### config.mk
export PLATFORM = sky130hd
export DESIGN_NAME = fetch_stage
export DESIGN_NICKNAME = d
export VERILOG_FILES = /design/src/rtl/cpu_pkg.sv /design/src/rtl/fetch_fifo.sv /design/src/rtl/fetch_stage.sv
export SDC_FILE = /design/constraint.sdc
export NUM_CORES = 1
export LEC_CHECK = 0
export CAP_MARGIN = 20
export CORE_AREA = 3 3 107 109
export CTS_CLUSTER_DIAMETER = 50
export DETAILED_ROUTE_END_ITERATION = 12
export DIE_AREA = 0 0 110 112
export PLACE_DENSITY = 0.75
export SLEW_MARGIN = 20
export SYNTH_ARGS = -nofsm -noshare
export SYNTH_HDL_FRONTEND = slang
export SYNTH_SLANG_ARGS = --single-unit
### constraint.sdc
create_clock -name clk -period 5.8 [get_ports clk]
set_input_delay 1.16 -clock clk [delete_from_list [all_inputs] [get_ports clk]]
set_output_delay 1.16 -clock clk [all_outputs]
set_load 0.01 [all_outputs]
### src/rtl/cpu_pkg.sv
// Shared types and constants for the 16-bit cpu.
// Widths, reset vector, opcodes, fetch entry.
package cpu_pkg;

  localparam int ADDR_W = 16;
  localparam int INST_W = 16;

  localparam logic [ADDR_W-1:0] RESET_PC = 16'h0000;

  localparam logic [3:0] OP_ADD = 4'h0;
  localparam logic [3:0] OP_SUB = 4'h1;
  localparam logic [3:0] OP_LD  = 4'h8;
  localparam logic [3:0] OP_ST  = 4'h9;
  localparam logic [3:0] OP_BR  = 4'hC;
  localparam logic [3:0] OP_JMP = 4'hD;
  localparam logic [3:0] OP_HLT = 4'hF;

  typedef struct packed {
    logic [INST_W-1:0] instr;
    logic [ADDR_W-1:0] pc;
  } fetch_entry_t;

  function automatic logic [3:0] opOf(
    input logic [INST_W-1:0] i
  );
    return i[INST_W-1:INST_W-4];
  endfunction

endpackage

### src/rtl/fetch_fifo.sv
// Two-entry buffer between imem responses
// and decode; flush empties it in one cycle.
module fetch_fifo
  import cpu_pkg::*;
(
  input  logic         clk,
  input  logic         rst_n,
  input  logic         push,
  input  logic         pop,
  input  logic         flush,
  input  fetch_entry_t din,
  output fetch_entry_t dout,
  output logic [1:0]   count
);

  fetch_entry_t mem [2];
  logic         wrPtr;
  logic         rdPtr;

  assign dout = mem[rdPtr];

  // Pointer, occupancy and storage update; flush wins over push/pop.
  always_ff @(posedge clk) begin
    if (!rst_n) begin
      mem[0] <= '0;
      mem[1] <= '0;
      wrPtr  <= 1'b0;
      rdPtr  <= 1'b0;
      count  <= 2'd0;
    end else if (flush) begin
      wrPtr  <= 1'b0;
      rdPtr  <= 1'b0;
      count  <= 2'd0;
    end else begin
      if (push) begin
        mem[wrPtr] <= din;
        wrPtr      <= ~wrPtr;
      end
      if (pop) rdPtr <= ~rdPtr;
      unique case ({push, pop})
        2'b10:   count <= count + 2'd1;
        2'b01:   count <= count - 2'd1;
        default: count <= count;
      endcase
    end
  end

endmodule

### src/rtl/fetch_stage.sv
// Instruction fetch: owns the PC, issues imem reads,
// buffers responses and hands them to decode.
module fetch_stage
  import cpu_pkg::*;
#(
  parameter logic [ADDR_W-1:0] RESET_PC    = cpu_pkg::RESET_PC,
  parameter logic [3:0]        HALT_OPCODE = OP_HLT
) (
  input  logic              clk,
  input  logic              rst_n,
  output logic              imem_en,
  output logic [ADDR_W-1:0] imem_addr,
  input  logic [INST_W-1:0] imem_rdata,
  input  logic              redirect_valid,
  input  logic [ADDR_W-1:0] redirect_pc,
  output logic              id_valid,
  input  logic              id_ready,
  output logic [INST_W-1:0] id_instr,
  output logic [ADDR_W-1:0] id_pc,
  output logic [ADDR_W-1:0] id_pc_plus2,
  output logic [ADDR_W-1:0] pc,
  output logic              hlt
);

  logic              inflight;
  logic [ADDR_W-1:0] reqPc;
  logic              fetchStopped;
  logic              squash;
  logic              push;
  logic              pop;
  logic [2:0]        occ;
  logic [1:0]        count;
  fetch_entry_t      head;
  fetch_entry_t      din;

  // Once halted, redirects are ignored.
  assign squash = redirect_valid && !hlt;
  assign pop    = id_valid && id_ready;
  assign push   = inflight && !squash;
  assign din    = '{instr: imem_rdata, pc: reqPc};

  // A head popping this cycle frees its slot for the next response.
  assign occ = {1'b0, count} + {2'b00, inflight} - {2'b00, pop};

  assign imem_en = rst_n && !hlt && !fetchStopped
                && !redirect_valid && (occ < 3'd2);
  assign imem_addr = pc;

  assign id_valid    = (count != 2'd0) && !hlt;
  assign id_instr    = head.instr;
  assign id_pc       = head.pc;
  assign id_pc_plus2 = head.pc + ADDR_W'(2);

  fetch_fifo u_fifo (
    .clk   (clk),
    .rst_n (rst_n),
    .push  (push),
    .pop   (pop),
    .flush (squash),
    .din   (din),
    .dout  (head),
    .count (count)
  );

  // PC, in-flight tracking, speculative stop and committed halt.
  always_ff @(posedge clk) begin
    if (!rst_n) begin
      pc           <= RESET_PC;
      inflight     <= 1'b0;
      reqPc        <= '0;
      fetchStopped <= 1'b0;
      hlt          <= 1'b0;
    end else begin
      if (squash) begin
        pc           <= {redirect_pc[ADDR_W-1:1], 1'b0};
        inflight     <= 1'b0;
        fetchStopped <= 1'b0;
      end else begin
        if (imem_en) begin
          pc    <= pc + ADDR_W'(2);
          reqPc <= pc;
        end
        inflight <= imem_en;
        if (push && opOf(imem_rdata) == HALT_OPCODE)
          fetchStopped <= 1'b1;
      end
      if (pop && opOf(head.instr) == HALT_OPCODE)
        hlt <= 1'b1;
    end
  end

endmodule
-- Word level (Yosys, flattened, before mapping)
Memory sizes are Yosys's and may differ from the RTL's. A register that Yosys moved wholly into a read port is not among the register bits.
Index checks and enable logic that the tools add are counted.
W data, S select, Z words.
- bits in registers: 39
- memory bits (writable): 64
- input port bits: 36
- output and inout port bits: 83
- memories: 1
- $add $sub $neg: 6
- order comparisons: 1
- equal/unequal tests: 4
- muxes and demuxes: 13
- bitwise gates (word level): 4
- reduce and logical (&&, ||, !) cells: 20
- memory list (memory ; depth ; width ; read ports ; clocked after Yosys merged registers in ; write ports ; line ; RTL):
    u_fifo.mem ; 2 ; 32 ; 1 ; 1 ; 2 ; fetch_fifo.sv:16 ; fetch_entry_t mem [2];
- operator list (cell ; number):
    $add A16 B2 Y16 const B ; 2
    $mux W16 ; 2
    $mux W32 ; 1
    $reduce_or A32 Y1 ; 1
    $logic_and A1 B1 Y1 ; 10
    $mux W1 ; 9
    $eq A4 B4 Y1 const B ; 2
    $reduce_bool A2 Y1 ; 3
    $logic_not A1 Y1 ; 4
    $not A1 Y1 ; 4
    $pmux W2 S2 ; 1
    $add A2 B1 Y3 ; 1
    $lt A3 B2 Y1 const B ; 1
    $sub A3 B1 Y3 ; 1
    $add A2 B1 Y2 const B ; 1
    $eq A2 B1 Y1 const B ; 1
    $eq A2 B2 Y1 const B ; 1
    $reduce_and A2 Y1 ; 1
    $reduce_or A2 Y1 ; 1
    $sub A2 B1 Y2 const B ; 1

-- Depth between registers and ports, before layout
Gate-level depths: netlist of run 1.
- word-level depth: 10
- gate-level depth with buffers: 12

-- Modules after synthesis
Synthesis of run 1 repeated with hierarchy kept, for this count alone.
- cell total of the unflattened synthesis: 460
- area total of the unflattened synthesis: 4982.3 sq um
- modules (own cells, without submodules) (module ; instances ; cells each ; area each (sq um) ; sequential area each (sq um)):
    fetch_fifo ; 1 ; 203 ; 3004.1 ; 2021.9
    fetch_stage ; 1 ; 257 ; 1978.1 ; 660.6

-- Worst setup path after synthesis of run 1
No wires, ideal clock.
- path kind: input to register
- from: input port redirect_valid
- to: memory u_fifo.mem[0][10] in the netlist's numbering (enable)
- setup time: 0.462 ns
- arrival time: 4.101 ns
- path slack: 1.237 ns
- stages: 5
- buffers on the path: 2
- cell sequence: clkbuf_1 nand2b_1 clkbuf_1 nand2_1 o21ai_0
- RTL lines (what ; line ; RTL):
    start, declared ; fetch_stage.sv:14 ; input logic redirect_valid,
    end, declared ; fetch_fifo.sv:16 ;

-- Worst setup path after layout of run 1
- from: input port id_ready
- to: output port imem_en
- cells in the longest elaborated chain, start to end: 4
- ends and longest elaborated chain (what ; line ; RTL):
    start, declared ; fetch_stage.sv:17 ; input logic id_ready,
    $logic_and A1 B1 Y1 ; fetch_stage.sv:38 ; assign pop = id_valid && id_ready;
    via pop ; fetch_stage.sv:30 ; logic pop;
    $sub A3 B1 Y3 ; fetch_stage.sv:43 ; assign occ = {1'b0, count} + {2'b00, inflight} - {2'b00, pop};
    $lt A3 B2 Y1 ; fetch_stage.sv:46 ; && !redirect_valid && (occ < 3'd2);
    $logic_and A1 B1 Y1 ; fetch_stage.sv:46 ;
    end, declared ; fetch_stage.sv:11 ; output logic imem_en,
The timed path passes the listed nets, and every way through them passes these cells.

==> metrics.cfg, run 1 <==
[floorplan]
core_area_sq_um = 10700
start_util_pct = 46.5
io_pins = 119
die_area_sq_um = 12300
rows = 38
dieWidth_microns = 110
die_h_microns = 112

[sta]
worst_pin_slew_ns = 1.04
fin_crit_ns = 5.38
timing_hold_violations_final = 0
max_freq_ghz = 0.186
maxSlewHeadroom_pct = 30.4
period_share_pct = 92.8
grt_setup_unrepaired = no
finClkSkew_ns = 0.00738
setup_slack_ns = 0.419
tns_ns = 0
drv_slew = 0
final-setup-viol-count = 0

[global_routing]
grt_util_met2_pct = 30.1
antenna_found_initial = 0
grt.total_usage_pct = 18.1
met1_usage_pct = 24.1
grt_start_max_net_pins = 42
met3_usage_pct = 2.78
grt_pass1_wl_mm = 17.9
grt_pass1_vias = 3809
overflow = 0
grt-busiest-layer = met2

[placed_design]
post-place-ws_ns = 0.409
dpl_cell_area_sq_um = 6100
place.port_buffers = 113
dp.final_hpwl_mm = 7.59
gp_congestion = 0.842

[cells_and_area]
nNetsFinal = 602
multiInputGateArea_sq_um = 2070
final_area_sq_um = 6310
synthToLayoutAreaGrowth_pct = 26.8
drive_above_1_share_pct = 9.36
num-fill-cells = 920
regArea_sq_um = 2620
antenna_cells = 0
fin_util_pct = 59.0

[power]
irDropWorstVdd_v = 0.000103
p_total_mw = 1.47
powerDensity_nw_per_um2 = 234
p_leak_nw = 2.26

[logic_synthesis]
synth_top_area_share_pct = 37.4
synth_top_cells_by_count = and2_1, edfxtp_1, nand2_1, dfxtp_1, mux2_2
async_flop_share_pct = 0
yosysSeqAreaShare_pct = 52.7
post-synth-top-count-cell = and2_1
ys_types = 54
yosysWarnings = 0
synth_top_flop_cell = edfxtp_1
synth_edf_count = 62
synth_area_leader_cell = edfxtp_1
synth_seq_cells = 100
syn-cell-area_sq_um = 4980
postSynthCellCount = 473
synthTopCellsByArea = edfxtp_1, dfxtp_1, and2_1, mux2_2, nand2_1
avgSynthCellArea_sq_um = 10.5

[routing]
drt_wl_total_mm = 10.9
via_per_inst = 5.30
route.detailed.drc = 0
ant_nets = 0
firstDrtPassIters = 4
wl_per_cell_microns = 15.5
vias = 3739
dr.first_iter.drc_count = 235

[cts]
clock_latency_ns = 0.35
post-cts-setup-buffers = 0
cts_root_buffer = clkbuf_8
cts_resized = 0
cts_buffers = 9
clock-sinks = 100
ctsHtreeMaxLevel = 3
clockBufferDepth = 2
hold_buffers = 0
clk_pin_slew_ns = 0.09
cts_tree = yes

[setup_path]
worstSetupStartpointType = input port
crit_arrival_ns = 4.22
reg2reg_from = u_fifo.count[1]
cp.required_ns = 4.64
path_class = in2out
crit_start = id_ready
end_kind = output port
worstPathMaxFanout = 3

[worst_hold_path]
min_path_type = reg2reg
hp-start = reqPc[7]

[status]
outcome = complete, no violations

[run]
drv_cap = 0

per-stage QoR:
step | cells | hold WS [ns]
after floorplan | 476 | 0.440
after global placement | 690 | 0.450
after detailed placement | 690 | 0.465
after CTS | 706 | 0.478
after global routing | 706 | 0.505
final | 706 | 0.472
per-layer routing:
layer	routed length (microns)	vias up
li1	-	1822
met1	4820	1753
met2	5250	156
met3	740	8
met4	104	0
met5	0	-
power by group:
part,internal [mW],switching [mW]
clock network,0.215,0.240
registers,0.785,0.0285
logic,0.111,0.0934
registers in the layout (all words and copies together), names as in the netlist, named ones only:
signal        flops
fetchStopped      1
hlt               1
imem_addr        15
inflight          1
reqPc            15
u_fifo.count      2
u_fifo.mem       62
u_fifo.rdPtr      1
u_fifo.wrPtr      1
placed cells by master (no fill, tap or decap), types with 3 or more instances in the layout:
cell,instances
a2bb2oi_1,4
nor2_1,16
nand2b_1,3
clkdlybuf4s50_1,113
nand2_1,60
nand4_1,9
o21ai_0,8
clkbuf_8,10
edfxtp_1,62
ha_1,4
o211ai_1,4
buf_4,6
or3_1,4
conb_1,4
xnor2_1,17
and2_1,65
a21oi_1,21
nand4b_1,4
nand3_1,12
and3_1,5
inv_1,13
mux2i_1,5
xor2_1,5
mux2_2,26
dfxtp_1,37
and4_1,3
a31oi_1,8
cell type report:
cell class | count | share of cell area [%]
Timing Repair Buffer | 119 | 18.6
Tap cell | 140 | 2.78
Clock inverter | 6 | 1.13
Multi-Input combinational cell | 317 | 32.8
Sequential cell | 100 | 41.6
Clock buffer | 10 | 2.18
Inverter | 14 | 0.833
path summary, 6_finish.rpt:
check                           cells past startpoint       endpoint  slack (ns)
worst max-delay path                               10        imem_en        0.42
worst min-delay path                                2       reqPc[7]        0.47
worst max register to register                     10  imem_addr[12]        2.32
worst min register to register                      2       reqPc[7]        0.47
logic make-up (layout without fill, tap and decap cells):
kind of cell	Yosys count	after routing	share of synthesized area [%]
adder cells (fa/ha/maj)	5	5	1.41
XOR/XNOR	22	22	3.87
buffers and inverters	59	149	6.21
flip-flops	100	100	52.7
other	1	4	0.0754
multiplexers	31	31	6.89
AO/OA/AOI/OAI	64	64	8.35
AND/OR/NAND/NOR	191	191	20.5
critical path: stages:
cell and delay (ns):
clkdlybuf4s50_1 0.45, inv_1 0.05, nor3_1 0.36, ha_1 0.30
nand2b_1 0.15, fa_1 0.50, nand4bb_1 0.13, or3_1 0.45
inv_1 0.11, clkdlybuf4s50_1 0.55
Power figures use the tool's default switching activity.
==> inputs of run 2 (changes only) <==
--- a/config.mk
+++ b/config.mk
@@ -6,11 +6,12 @@
 export NUM_CORES = 1
 export LEC_CHECK = 0
 export CAP_MARGIN = 20
-export CORE_AREA = 3 3 107 109
+export CORE_AREA = 4 4 112 114
 export CTS_CLUSTER_DIAMETER = 50
 export DETAILED_ROUTE_END_ITERATION = 12
-export DIE_AREA = 0 0 110 112
-export PLACE_DENSITY = 0.75
+export DIE_AREA = 0 0 116 118
+export GPL_TIMING_DRIVEN = 0
+export PLACE_DENSITY = 0.71
 export SLEW_MARGIN = 20
 export SYNTH_ARGS = -nofsm -noshare
 export SYNTH_HDL_FRONTEND = slang
==> run 2 against run 1 <==
  * Combinational power increased by 11%
  * Clock skew about the same
  * Critical path depth increased by 2
  * Fmax decreased by 3.8%
  * Critical endpoint unchanged
  * Die area increased by 11%
==> metrics.cfg, run 2 (synthesis results as in run 1) <==
[placed_design]
gp_congestion = 0.812
place.port_buffers = 112
post-place-ws_ns = 0.00536
dp.final_hpwl_mm = 8.85

[sta]
period_share_pct = 96.4
max_freq_ghz = 0.179
hold_ws_ns = 0.461
maxSlewHeadroom_pct = 47.7
timing_hold_violations_final = 0
setup_slack_ns = 0.206
fin_crit_ns = 5.59
grt_setup_unrepaired = no
worst_pin_slew_ns = 0.780
drv_slew = 0
final-setup-viol-count = 0
finClkSkew_ns = 0.00709
tns_ns = 0

[global_routing]
grt.total_usage_pct = 17.6
overflow = 0
antenna_found_initial = 0
grt_pass1_wl_mm = 19.3
grt_pass1_vias = 3992
grt_start_max_net_pins = 18

[floorplan]
rows = 39
die_h_microns = 118
io_pins = 119
dieWidth_microns = 116
start_util_pct = 43.6
die_area_sq_um = 13700
core_area_sq_um = 11400

[power]
power.switching_mw = 0.389
clkPwrFrac_pct = 34.8
combinationalPowerShare_pct = 14.3
seqPwrFrac_pct = 51.0
internal_power_mw = 1.21
p_leak_nw = 2.44
powerDensity_nw_per_um2 = 240
swShare_pct = 24.4
irDropWorstVdd_v = 0.000134

[routing]
ant_nets = 0
firstDrtPassIters = 4
route.detailed.drc = 0
dr.first_iter.drc_count = 208
vias = 3862
drt_wl_total_mm = 11.8
via_per_inst = 5.16
wl_per_cell_microns = 15.8

[setup_path]
path_class = in2out
crit_arrival_ns = 4.43
crit_chain = clkdlybuf4s50_1, inv_1, nor3_4, ha_1, nand2b_1, fa_1, nand4bb_1, or3_1, buf_2, inv_1, buf_2, clkdlybuf4s50_1
crit_path_top_delay_cell = clkdlybuf4s50_1
slowest_delay_ns = 0.57
cp.required_ns = 4.64
worstPathMaxFanout = 10
end_kind = output port
worstSetupStartpointType = input port

[cells_and_area]
largest_reg_flops = 62
nNetsFinal = 642
regMostFlops = u_fifo.mem
synthToLayoutAreaGrowth_pct = 33.5
antenna_cells = 0
fin_util_pct = 58.2
final_cell_mix = clkdlybuf4s50_1, and2_1, edfxtp_1
drive_above_1_share_pct = 12.4
layout_commonest_cell = clkdlybuf4s50_1

[cts]
cts_tree = yes
post-cts-setup-buffers = 0
cts_resized = 1
clockBufferDepth = 2
clk_pin_slew_ns = 0.06
ctsHtreeMaxLevel = 3
clock-sinks = 100
cts_root_buffer = clkbuf_16
hold_buffers = 0
cts_buffers = 9
clock_latency_ns = 0.34

[status]
outcome = complete, no violations

[run]
drv_cap = 0

[worst_hold_path]
min_path_type = reg2reg

-- run 2: worst paths after layout --
kind	startpoint	to	slack, ns	depth (start not counted)
worst max-delay path	id_ready	imem_en	0.21	12
worst min-delay path	reqPc[8]	reqPc[8]	0.46	2
worst max register to register	u_fifo.count[1]	imem_addr[12]	2.66	10
worst min register to register	reqPc[8]	reqPc[8]	0.46	2
-- run 2: area by class of cell --
class | instances | area, sq um
fillers | 978 | 4780
flip-flops and latches | 100 | 2620
multi-input cells | 317 | 2080
repair buffers | 114 | 1180
plain buffers | 45 | 256
clock buffers | 10 | 229
well taps | 143 | 179
inverters | 14 | 52.6
clock inverters | 6 | 46.3
-- run 2: power by group through the flow --
| stage | registers [mW] | logic, mW | clock network (mW) |
|---|---|---|---|
| 2_1_floorplan | 0.823 | 0.105 | 0 |
| 3_3_place_gp | 0.828 | 0.219 | 0 |
| 3_5_place_dp | 0.828 | 0.228 | 0 |
| 4_1_cts | 0.812 | 0.230 | 0.562 |
| 5_1_grt | 0.816 | 0.247 | 0.601 |
| 6_report | 0.812 | 0.228 | 0.554 |
-- run 2: critical path: cells and delay by family --
kind / cells / cell delay, ns
adder cells (fa/ha/maj): 2 / 0.77
buffers and inverters: 6 / 1.65
AND/OR/NAND/NOR: 4 / 0.86
-- run 2: stage by stage --
stage               cells  cell area, sq um  power, mW
floorplan             476              4990      0.928
global placement      731              6290       1.05
detailed placement    733              6360       1.06
CTS                   749              6640       1.60
global route          749              6640       1.66
finish                749              6640       1.59
-- run 2: metal layers --
metal | vias to the layer above | routed length (microns) | global-route usage, %
met2 | 148 | 5620 | 28.7
li1 | 1901 | - | -
met5 | - | 0 | 0
met4 | 0 | 148 | 5.37
met3 | 10 | 844 | 4.01
met1 | 1803 | 5200 | 23.2
==> inputs of run 3 (changes only) <==
--- a/config.mk
+++ b/config.mk
@@ -15,4 +15,5 @@
 export SLEW_MARGIN = 20
 export SYNTH_ARGS = -nofsm -noshare
 export SYNTH_HDL_FRONTEND = slang
+export SYNTH_HIERARCHICAL = 1
 export SYNTH_SLANG_ARGS = --single-unit
==> run 3 against run 2 <==
  * Clock power up 8.7%
  * Clock-buffer cell count down 1
  * Clock skew down 0.0018 ns
  * Fmax up 0.34%
  * Synthesized area up 0.13%
  * Sequential share of layout area up 0.49 points
  * Non-clock buffer count up 7
  * Register-to-register slack about the same
  * Design area up 1.0%
  * Global-route usage up 0.41 points
  * Critical path type unchanged
  * Largest cell class unchanged
==> metrics.cfg, run 3 <==
[floorplan]
rows = 39
dieWidth_microns = 116
core_area_sq_um = 11400
die_area_sq_um = 13700
io_pins = 119
start_util_pct = 43.6
die_h_microns = 118

[worst_hold_path]
hp-start = reqPc[7]
whs_endpoint = reqPc[7]
min_path_type = reg2reg
whs_path_depth = 2

[sta]
fin_crit_ns = 5.58
final-setup-viol-count = 0
timing_hold_violations_final = 0
drv_slew = 0
setup_slack_ns = 0.225
maxSlewHeadroom_pct = 47.2
worst_pin_slew_ns = 0.792
max_freq_ghz = 0.179
grt_setup_unrepaired = no
finClkSkew_ns = 0.00531
period_share_pct = 96.1

[logic_synthesis]
ys_types = 42
async_flop_share_pct = 0
postSynthCellCount = 460
syn-cell-area_sq_um = 4980
synth_top_cells_by_count = and3_1, edfxtp_1, nand2_1, dfxtp_1, mux2_2
avgSynthCellArea_sq_um = 10.8
synth_seq_cells = 102
yosysSeqAreaShare_pct = 53.8
synthTopCellsByArea = edfxtp_1, dfxtp_1, and3_1, mux2_2, buf_4
synth_top_area_share_pct = 38.6
synth_top_flop_cell = edfxtp_1
synth_edf_count = 64
post-synth-top-count-cell = and3_1
synth_area_leader_cell = edfxtp_1
yosysWarnings = 6

[power]
p_total_mw = 1.65
irDropWorstVdd_v = 0.000180
powerDensity_nw_per_um2 = 246
p_leak_nw = 2.70

[run]
drv_cap = 0

[placed_design]
post-place-ws_ns = 0.222
place.port_buffers = 115
dpl_cell_area_sq_um = 6400
dp.final_hpwl_mm = 8.93
gp_congestion = 0.784
dp_cells = 723

[setup_path]
worstPathMaxFanout = 10
end_kind = output port
reg2reg_slack_ns = 2.66
reg2regPathDepth = 13
crit_chain = clkdlybuf4s50_1, and2_1, ha_1, nand2b_1, fa_1, nand2_1, or3_1, buf_2, inv_1, buf_4, buf_2, clkdlybuf4s50_1
cp.required_ns = 4.64
crit_path_top_delay_cell = clkdlybuf4s50_1
path_class = in2out
reg2reg_to = reqPc[11]
worstSetupStartpointType = input port
crit_arrival_ns = 4.42
slowest_delay_ns = 0.60
reg2reg_from = u_fifo/count[1]

[status]
outcome = complete, no violations

[cells_and_area]
antenna_cells = 0
num-fill-cells = 963
fin_util_pct = 58.8
nNetsFinal = 632
finalNonFillerCells = 739
layout_commonest_cell = clkdlybuf4s50_1
largest_reg_flops = 64
regMostFlops = u_fifo/mem
synthToLayoutAreaGrowth_pct = 34.7
drive_above_1_share_pct = 15.6
final_cell_mix = clkdlybuf4s50_1, and3_1, edfxtp_1
final_area_sq_um = 6710

[global_routing]
overflow = 0
antenna_found_initial = 0
grt_start_max_net_pins = 21
grt_pass1_vias = 4015
grt.total_usage_pct = 18.0
grt_pass1_wl_mm = 20.0

[cts]
clock_latency_ns = 0.34
cts_tree = yes
hold_buffers = 0
clock-sinks = 102
ctsHtreeMaxLevel = 3
clk_pin_slew_ns = 0.07
cts_root_buffer = clkbuf_16
clockBufferDepth = 2
post-cts-setup-buffers = 0
cts_resized = 0
cts_buffers = 9

[routing]
via_per_inst = 5.28
ant_nets = 0
firstDrtPassIters = 5
route.detailed.drc = 0
vias = 3899
dr.first_iter.drc_count = 221
drt_wl_total_mm = 12.0
wl_per_cell_microns = 16.2

## run 3: cell types whose count changed after synthesis, moves of 7 or more
cell and change:
nor4_1 +7, nand2_1 -14, and3_1 +66, clkbuf_2 +7, and2_1 -59
## run 3: how the worst max path moves through the flow
| stage | from | endpoint | slack [ns] | depth (start not counted) |
|---|---|---|---|---|
| final | id_ready | imem_en | 0.22 | 12 |
| after global routing | id_ready | imem_en | 0.002 | 12 |
| after CTS | id_ready | imem_en | 0.21 | 12 |
| after detailed placement | id_ready | imem_en | 0.22 | 12 |
| after global placement | redirect_valid | u_fifo/mem[0][10] | -0.95 | 7 |
| after floorplan | redirect_valid | u_fifo/mem[0][0] | 1.01 | 6 |
## run 3: area by class of cell
| cell class | count | area, sq um | area share, % |
|---|---|---|---|
| tap | 143 | 179 | 2.67 |
| inverter | 8 | 30.0 | 0.447 |
| buffer | 49 | 288 | 4.29 |
| sequential | 102 | 2680 | 40.0 |
| clock inverter | 7 | 78.8 | 1.17 |
| timing repair buffer | 117 | 1210 | 18.0 |
| multi-input combinational | 304 | 2020 | 30.1 |
| clock buffer | 9 | 225 | 3.36 |
## run 3: critical path, delay by kind of cell
| family | cells | cell delay [ns] |
|---|---|---|
| buffers and inverters | 6 | 1.66 |
| and+or+nand+nor | 4 | 0.81 |
| adders and majority gates | 2 | 0.77 |
## run 3: logic make-up after synthesis
kind of cell / share of synthesized area [%]
and+or+nand+nor: 20.8
DFF: 53.8
buffers and inverters: 6.38
AOI/OAI and AO/OA: 6.15
muxes: 7.86
xor gates and xnor gates: 3.52
adders and majority gates: 1.41
other: 0.0753
## run 3: stage by stage
stage	hold slack, ns	setup TNS, ns
detailed placement	0.460	0
CTS	0.469	0
global route	0.491	0
global placement	0.453	-60.51
finish	0.463	0
floorplan	0.440	0
## run 3: where the power goes
part	total [mW]	internal, mW	switching [mW]
clock network	0.602	0.340	0.263
logic	0.225	0.122	0.103
registers	0.824	0.799	0.0253
total	1.65	1.26	0.391
## run 3: routing by layer
metal	GRT usage [%]	up-vias	wire length, microns
met4	5.37	0	161
li1	-	1931	-
met2	28.1	143	5510
met1	25.2	1811	5470
met5	0	-	0
met3	3.96	14	846
